[config.mk]
export PLATFORM = sky130hd
export DESIGN_NAME = lift_scan_ctrl_flat
export DESIGN_NICKNAME = d
export VERILOG_FILES = /design/src/rtl/lift_scan_if.sv /design/src/rtl/lift_scan_ctrl.sv /design/src/flat_wrapper.sv
export SDC_FILE = /design/constraint.sdc
export NUM_CORES = 1
export LEC_CHECK = 0
export BUFFER_PORTS_ARGS = -buffer_cell sky130_fd_sc_hd__buf_2
export CAP_MARGIN = 20
export CORE_ASPECT_RATIO = 0.6
export CORE_UTILIZATION = 45
export DETAILED_ROUTE_END_ITERATION = 16
export PLACE_DENSITY = 0.7
export SYNTH_ARGS = -nofsm -noshare
export SYNTH_HDL_FRONTEND = slang
export SYNTH_SLANG_ARGS = --single-unit
export TNS_END_PERCENT = 5
[constraint.sdc]
create_clock -name clk -period 4.44 [get_ports clk]
set_input_delay 0.444 -clock clk [delete_from_list [all_inputs] [get_ports clk]]
set_output_delay 0.444 -clock clk [all_outputs]
set_load 0.005 [all_outputs]
[src/rtl/lift_scan_if.sv]
// Request and status bundle between the request path, the lift controller and
// the motor/door drivers.
interface lift_scan_if #(
  parameter int FLOORS = 4,
  parameter int FLW    = $clog2(FLOORS)
);
  logic              req_valid;
  logic [FLW-1:0]    req_floor;
  logic [1:0]        req_type;
  logic [1:0]        dout;
  logic [FLW-1:0]    cur_floor;
  logic              door_open;
  logic [FLOORS-1:0] pending;
  logic              req_err;
  logic              busy;

  modport master (
    output req_valid, req_floor, req_type,
    input  dout, cur_floor, door_open, pending, req_err, busy
  );

  modport slave (
    input  req_valid, req_floor, req_type,
    output dout, cur_floor, door_open, pending, req_err, busy
  );
endinterface

[src/rtl/lift_scan_ctrl.sv]
// SCAN (collective control) elevator controller: hall-up/hall-down/cab request
// bitmaps, timed floor travel and door dwell, UP/DOWN/STAY motor encoding.
module lift_scan_ctrl #(
  parameter int FLOORS     = 4,
  parameter int TRAVEL_CYC = 4,
  parameter int DOOR_CYC   = 3,
  parameter int FLW        = $clog2(FLOORS)
) (
  input logic        clk,
  input logic        rst,
  lift_scan_if.slave bus
);

  localparam int MAX_CYC = (TRAVEL_CYC > DOOR_CYC) ? TRAVEL_CYC : DOOR_CYC;
  localparam int CW      = $clog2(MAX_CYC + 1);

  localparam logic [CW-1:0]  TRAVEL_LOAD = CW'(TRAVEL_CYC - 1);
  localparam logic [CW-1:0]  DOOR_LOAD   = CW'(DOOR_CYC - 1);
  localparam logic [FLW-1:0] TOP         = FLW'(FLOORS - 1);
  localparam logic [FLW:0]   FLOORS_EXT  = (FLW + 1)'(FLOORS);

  localparam logic [1:0] T_UP  = 2'b00;
  localparam logic [1:0] T_DN  = 2'b01;
  localparam logic [1:0] T_CAB = 2'b10;
  localparam logic [1:0] T_BAD = 2'b11;

  localparam logic [1:0] D_UP   = 2'b00;
  localparam logic [1:0] D_DOWN = 2'b01;
  localparam logic [1:0] D_STAY = 2'b10;

  typedef enum logic [1:0] {IDLE, MOVE_UP, MOVE_DN, DOOR} state_t;

  function automatic logic [FLOORS-1:0] onehot(input logic [FLW-1:0] f);
    logic [FLOORS-1:0] m;
    for (int i = 0; i < FLOORS; i++) m[i] = (i == int'(f));
    return m;
  endfunction

  function automatic logic [FLOORS-1:0] above_mask(input logic [FLW-1:0] f);
    logic [FLOORS-1:0] m;
    for (int i = 0; i < FLOORS; i++) m[i] = (i > int'(f));
    return m;
  endfunction

  function automatic logic [FLOORS-1:0] below_mask(input logic [FLW-1:0] f);
    logic [FLOORS-1:0] m;
    for (int i = 0; i < FLOORS; i++) m[i] = (i < int'(f));
    return m;
  endfunction

  state_t            state;
  logic              dir_up;
  logic [FLW-1:0]    cur_floor_q;
  logic [FLOORS-1:0] up_q, dn_q, cab_q;
  logic [CW-1:0]     trav_cnt, dwell_cnt;
  logic [1:0]        dout_q;
  logic              door_q, err_q;

  logic [FLOORS-1:0] pend;
  logic              req_is_up, req_is_dn, req_is_cab, req_legal;
  logic [FLOORS-1:0] req_bit, set_up, set_dn, set_cab;
  logic [FLW-1:0]    tgt;
  logic [FLOORS-1:0] tgt_bit, above, below;
  logic              arrive, svc_up, req_match, absorb;
  logic              here, any_above, any_below, stop;
  logic              entry_up, ahead_empty, dir_after, enter_door;
  logic [FLOORS-1:0] clr_up, clr_dn, clr_cab;

  assign pend = up_q | dn_q | cab_q;

  // tgt is the floor being decided on: the current floor when idle or in the
  // doorway, the floor being arrived at while moving.
  always_comb begin
    // NOTE: every combinational output gets a default before any branch so
    // no path leaves a value unassigned, which would infer a latch.
    req_is_up  = (bus.req_type == T_UP);
    req_is_dn  = (bus.req_type == T_DN);
    req_is_cab = (bus.req_type == T_CAB);
    req_legal  = bus.req_valid
              && ({1'b0, bus.req_floor} < FLOORS_EXT)
              && (bus.req_type != T_BAD)
              && !(req_is_up && bus.req_floor == TOP)
              && !(req_is_dn && bus.req_floor == '0);
    req_bit    = req_legal ? onehot(bus.req_floor) : '0;

    arrive = 1'b0;
    tgt    = cur_floor_q;
    svc_up = dir_up;
    case (state)
      MOVE_UP: begin
        arrive = (trav_cnt == '0);
        tgt    = cur_floor_q + FLW'(1);
        svc_up = 1'b1;
      end
      MOVE_DN: begin
        arrive = (trav_cnt == '0);
        tgt    = cur_floor_q - FLW'(1);
        svc_up = 1'b0;
      end
      default: ;
    endcase

    tgt_bit   = onehot(tgt);
    above     = pend & above_mask(tgt);
    below     = pend & below_mask(tgt);
    any_above = |above;
    any_below = |below;
    here      = |(pend & tgt_bit);

    req_match = req_legal && (bus.req_floor == tgt)
             && (req_is_cab || (req_is_up && svc_up) || (req_is_dn && !svc_up));

    stop = 1'b0;
    if (state == MOVE_UP)
      stop = cab_q[tgt] | up_q[tgt] | (dn_q[tgt] & ~any_above) | (tgt == TOP) | req_match;
    else if (state == MOVE_DN)
      stop = cab_q[tgt] | dn_q[tgt] | (up_q[tgt] & ~any_below) | (tgt == '0) | req_match;

    absorb     = req_match && ((state == DOOR) || (arrive && stop));
    enter_door = ((state == IDLE) && here) || (arrive && stop);

    // From IDLE, serve the opposite hall call if it is the only one here, so
    // the doorway always clears the bit that opened it.
    case (state)
      MOVE_UP: entry_up = 1'b1;
      MOVE_DN: entry_up = 1'b0;
      default: entry_up = dir_up ? !(dn_q[tgt] && !up_q[tgt])
                                 : (up_q[tgt] && !dn_q[tgt]);
    endcase
    ahead_empty = entry_up ? !any_above : !any_below;
    dir_after   = entry_up ^ ahead_empty;

    clr_up  = '0;
    clr_dn  = '0;
    clr_cab = '0;
    if (enter_door) begin
      clr_cab = tgt_bit;
      clr_up  = (entry_up || ahead_empty)  ? tgt_bit : '0;
      clr_dn  = (!entry_up || ahead_empty) ? tgt_bit : '0;
    end

    set_up  = (!absorb && req_is_up)  ? req_bit : '0;
    set_dn  = (!absorb && req_is_dn)  ? req_bit : '0;
    set_cab = (!absorb && req_is_cab) ? req_bit : '0;
  end

  // NOTE: all sequential state uses non-blocking assignments so every register
  // samples the pre-edge values regardless of statement order.
  always_ff @(posedge clk or posedge rst) begin
    if (rst) begin
      state       <= IDLE;
      dir_up      <= 1'b1;
      cur_floor_q <= '0;
      up_q        <= '0;
      dn_q        <= '0;
      cab_q       <= '0;
      trav_cnt    <= '0;
      dwell_cnt   <= '0;
      dout_q      <= D_STAY;
      door_q      <= 1'b0;
      err_q       <= 1'b0;
    end else begin
      err_q <= bus.req_valid && !req_legal;

      // Same-edge set beats clear; absorbed requests never reach set_*.
      up_q  <= (up_q  & ~clr_up)  | set_up;
      dn_q  <= (dn_q  & ~clr_dn)  | set_dn;
      cab_q <= (cab_q & ~clr_cab) | set_cab;

      case (state)
        IDLE: begin
          if (here) begin
            state     <= DOOR;
            dir_up    <= dir_after;
            dwell_cnt <= DOOR_LOAD;
            dout_q    <= D_STAY;
            door_q    <= 1'b1;
          end else if (any_above && (dir_up || !any_below)) begin
            state    <= MOVE_UP;
            dir_up   <= 1'b1;
            trav_cnt <= TRAVEL_LOAD;
            dout_q   <= D_UP;
          end else if (any_below) begin
            state    <= MOVE_DN;
            dir_up   <= 1'b0;
            trav_cnt <= TRAVEL_LOAD;
            dout_q   <= D_DOWN;
          end
        end

        MOVE_UP, MOVE_DN: begin
          if (arrive) begin
            cur_floor_q <= tgt;
            if (stop) begin
              state     <= DOOR;
              dir_up    <= dir_after;
              dwell_cnt <= DOOR_LOAD;
              dout_q    <= D_STAY;
              door_q    <= 1'b1;
            end else begin
              trav_cnt <= TRAVEL_LOAD;
            end
          end else begin
            trav_cnt <= trav_cnt - CW'(1);
          end
        end

        DOOR: begin
          if (absorb) begin
            dwell_cnt <= DOOR_LOAD;
          end else if (dwell_cnt == '0) begin
            state  <= IDLE;
            dout_q <= D_STAY;
            door_q <= 1'b0;
          end else begin
            dwell_cnt <= dwell_cnt - CW'(1);
          end
        end

        default: state <= IDLE;
      endcase
    end
  end

  assign bus.dout      = dout_q;
  assign bus.cur_floor = cur_floor_q;
  assign bus.door_open = door_q;
  assign bus.pending   = pend;
  assign bus.req_err   = err_q;
  assign bus.busy      = (state != IDLE) || (|pend);

endmodule
[src/flat_wrapper.sv]
// flat-port wrapper written by rule: the top's interface ports become plain ports
module lift_scan_ctrl_flat 
#(
  parameter int FLOORS     = 4,
  parameter int TRAVEL_CYC = 4,
  parameter int DOOR_CYC   = 3,
  parameter int FLW        = $clog2(FLOORS)
)
  (clk, rst, bus_req_valid, bus_req_floor, bus_req_type, bus_dout, bus_cur_floor, bus_door_open, bus_pending, bus_req_err, bus_busy);
  lift_scan_if #(.FLOORS(FLOORS), .FLW(FLW)) bus_i ();
  input logic clk;
  input logic rst;
  input wire logic [$bits(bus_i.req_valid)-1:0] bus_req_valid;
  input wire logic [$bits(bus_i.req_floor)-1:0] bus_req_floor;
  input wire logic [$bits(bus_i.req_type)-1:0] bus_req_type;
  output wire logic [$bits(bus_i.dout)-1:0] bus_dout;
  output wire logic [$bits(bus_i.cur_floor)-1:0] bus_cur_floor;
  output wire logic [$bits(bus_i.door_open)-1:0] bus_door_open;
  output wire logic [$bits(bus_i.pending)-1:0] bus_pending;
  output wire logic [$bits(bus_i.req_err)-1:0] bus_req_err;
  output wire logic [$bits(bus_i.busy)-1:0] bus_busy;
  assign bus_i.req_valid = bus_req_valid;
  assign bus_i.req_floor = bus_req_floor;
  assign bus_i.req_type = bus_req_type;
  assign bus_dout = bus_i.dout;
  assign bus_cur_floor = bus_i.cur_floor;
  assign bus_door_open = bus_i.door_open;
  assign bus_pending = bus_i.pending;
  assign bus_req_err = bus_i.req_err;
  assign bus_busy = bus_i.busy;
  lift_scan_ctrl #(.FLOORS(FLOORS), .TRAVEL_CYC(TRAVEL_CYC), .DOOR_CYC(DOOR_CYC), .FLW(FLW)) u_core (.clk(clk), .rst(rst), .bus(bus_i));
endmodule
==> impl_metrics.sql <==
INSERT INTO impl_metrics (metric_group, metric, value, unit) VALUES
('clock_network', 'post_cts_resized', '0', ''),
('clock_network', 'cts-buffers-inserted', '3', ''),
('sta', 'report.final.setup_viol', '0', ''),
('yosys', 'synth_seq_area_share', '31.2', '%'),
('detailed_routing', 'detail_route.iter0.violations', '197', ''),
('critical_path', 'critical_path_required', '4610', 'ps'),
('yosys', 'synth.distinct_cells', '62', ''),
('status', 'run_status', 'finished, final reports clean', ''),
('floorplanning', 'pin_count', '18', ''),
('final_layout', 'area_used_by_sequential_logic_in_the_layout', '678', 'sq um'),
('yosys', 'synth_largest_type_area_fraction', '28.8', '%'),
('critical_path', 'r2r_slack', '790', 'ps'),
('yosys', 'yosys_register_bits', '27', ''),
('detailed_routing', 'drc', '0', ''),
('placed_design', 'routability_cong', '0.969', ''),
('global_route', 'via_count_of_the_first_global_routing_pass', '1714', ''),
('detailed_routing', 'drt-vias-per-instance', '6.19', ''),
('final_layout', 'multi_input_combinational_cell_area', '1350', 'sq um'),
('global_route', 'track_usage', '23.3', '%'),
('clock_network', 'post-cts-setup-buffers', '0', ''),
('yosys', 'synth_cells', '231', ''),
('critical_path', 'timing.critical_path.arrival', '3820', 'ps'),
('detailed_routing', 'per_cell_routed_wire_length', '18.6', 'um'),
('global_route', 'initial_antenna_violation_count', '0', ''),
('hold_path', 'worstHoldPathType', 'primary input to asynchronous set/reset pin', ''),
('final_layout', 'final_layout_size_suffix_gt1_share', '20.6', '%'),
('critical_path', 'worstSetupEndpointType', 'flop', ''),
('sta', 'setup_repair_after_global_routing_missed_its_margin', 'false', ''),
('critical_path', 'start_kind', 'flop', ''),
('flow_run', 'max_cap_violations', '0', ''),
('critical_path', 'path_class', 'flop to flop', ''),
('critical_path', 'crit_slowest_cell', 'dfrtp_1', ''),
('sta', 'worst_clock_skew', '3.83', 'ps'),
('yosys', 'yosys_warnings', '0', ''),
('final_layout', 'mostFrequentLayoutCells', '25 x dfrtp_1, 18 x nor2_1, 17 x buf_2', ''),
('critical_path', 'crit_buf_inv', '0', ''),
('sta', 'count_of_endpoints_failing_hold_in_the_final_timing_report', '0', ''),
('placed_design', 'hpwlAfterDp', '4.29', 'mm'),
('floorplanning', 'core.rowCount', '19', ''),
('floorplanning', 'die_height', '55.8', 'um'),
('critical_path', 'critical_path.cell_chain', 'mux4_2 > and2_1 > a31oi_1 > a211oi_1 > or4_4 > and4b_1 > a2111oi_4 > mux2_4', ''),
('yosys', 'synth-async-reset-ratio', '100', '%'),
('yosys', 'syn_nets', '246', ''),
('detailed_routing', 'route.final.wire_length', '5.68', 'mm'),
('critical_path', 'rr_worst_depth', '8', ''),
('yosys', 'syn-mean-instance-area', '9.41', 'sq um'),
('sta', 'timing_worst_slew_pin_value', '719', 'ps'),
('sta', 'post-route-period-util', '82.2', '%'),
('detailed_routing', 'total_iterations_of_the_first_detailed_routing_run', '5', ''),
('critical_path', 'max_stage_delay', '810', 'ps'),
('sta', 'slew_headroom', '52.1', '%'),
('clock_network', 'cts_tree', 'yes', ''),
('yosys', 'yosys.area.top_type', 'dfrtp_1', ''),
('sta', 'fin_crit', '3650', 'ps'),
('global_route', 'grt_pass1_wl', '9.27', 'mm'),
('floorplanning', 'start_util', '47.2', '%'),
('floorplanning', 'fp.dieArea', '5120', 'sq um'),
('detailed_routing', 'routed_antenna_nets', '0', ''),
('clock_network', 'cts_buffer_depth', '2', ''),
('critical_path', 'crit_family', 'simple AND/OR/NAND/NOR gates', ''),
('floorplanning', 'core-area', '4610', 'sq um'),
('detailed_routing', 'number_of_vias_after_detailed_routing', '1893', ''),
('global_route', 'global_route_overflow', '0', ''),
('global_route', 'grt_max_degree', '28', ''),
('clock_network', 'htreeDepth', '1', ''),
('sta', 'totalNegativeSetupSlack', '0', 'ps'),
('clock_network', 'cts.sinks', '27', ''),
('critical_path', 'crit-reg2reg-launch', 'u_core.bus.cur_floor[0]', ''),
('final_layout', 'fin_nets', '259', ''),
('clock_network', 'worst_skew_pair.late_latency', '280', 'ps'),
('clock_network', 'clkTransAtPathRegs', '100', 'ps');
per-stage QoR:
stage | area (sq um) | cells | hold WS (ps) | utilization, % | setup slack, ps
floorplan | 2170 | 231 | 481 | - | 1140
global placement | 2280 | 301 | 493 | 49.4 | 980
detailed placement | 2280 | 301 | 497 | 49.4 | 855
CTS | 2320 | 305 | 437 | 50.4 | 834
global route | 2350 | 306 | 147 | 51.0 | 666
finish | 2350 | 306 | 141 | 51.0 | 789
per-layer routing:
layer / wire length [um] / part of all wire (%) / track usage (%) / vias up
li1: - / - / - / 891
met5: 0 / 0 / 0 / -
met1: 2980 / 52 / 39.8 / 903
met4: 52 / 0.92 / 3.35 / 0
met2: 2100 / 37 / 28.5 / 91
met3: 552 / 9.7 / 5.87 / 8
worst max-delay path by stage:
stage                            start            endpoint  slack, ps  cells past startpoint
2_1_floorplan          u_core.state[0]  u_core.trav_cnt[1]       1140                     12
5_1_grt                u_core.state[0]     u_core.state[0]        670                     10
3_3_place_gp   u_core.bus.cur_floor[0]  u_core.trav_cnt[1]        980                      8
4_1_cts        u_core.bus.cur_floor[0]  u_core.trav_cnt[1]        830                      8
3_5_place_dp   u_core.bus.cur_floor[0]  u_core.trav_cnt[1]        860                      8
6_report       u_core.bus.cur_floor[0]  u_core.trav_cnt[1]        790                      8
flip-flops by register name, indices dropped and copies added, names as in the netlist:
register	cells
u_core.bus.req_err	1
u_core.cab_q	4
u_core.bus.cur_floor	2
u_core.dir_up	1
u_core.state	2
u_core.dwell_cnt	3
u_core.dn_q	4
u_core.trav_cnt	3
u_core.up_q	4
u_core.bus.dout	2
u_core.bus.door_open	1
kinds of logic (layout without fill, tap and decap cells):
group	after synthesis	in the layout	share of synthesized area (%)
buffers and inverters	28	40	6.56
adder cells (fa/ha/maj)	8	8	4.60
flip-flops	27	27	31.2
multiplexers	16	16	9.03
XOR/XNOR	9	9	4.95
AO/OA/AOI/OAI	66	66	24.3
AND/OR/NAND/NOR	77	77	19.3
synth_stat cells, types with 3 or more instances:
cell type / count
nor3_1: 7
xor2_1: 4
a32o_1: 10
a21oi_1: 6
o211ai_1: 4
a31oi_1: 4
o21ai_0: 13
nor2b_1: 9
nand2_1: 13
nor2_1: 18
dfrtp_1: 25
mux2i_1: 8
o21a_1: 3
mux2_2: 5
buf_2: 3
or3_1: 3
and2_1: 5
clkbuf_1: 5
ha_1: 8
a211oi_1: 3
nand4_1: 3
inv_1: 14
buf_6: 4
area by class of cell:
cell class	instances	area share, %
well taps	63	3.35
multi-input cells	176	57.6
clock buffers	3	1.76
repair buffers	22	6.06
flip-flops and latches	27	28.8
clock inverters	1	0.213
inverters	14	2.23
Power is left out: the tool's default activity adds up to more than one toggle a clock period on the data nets, which glitch-free logic cannot reach.
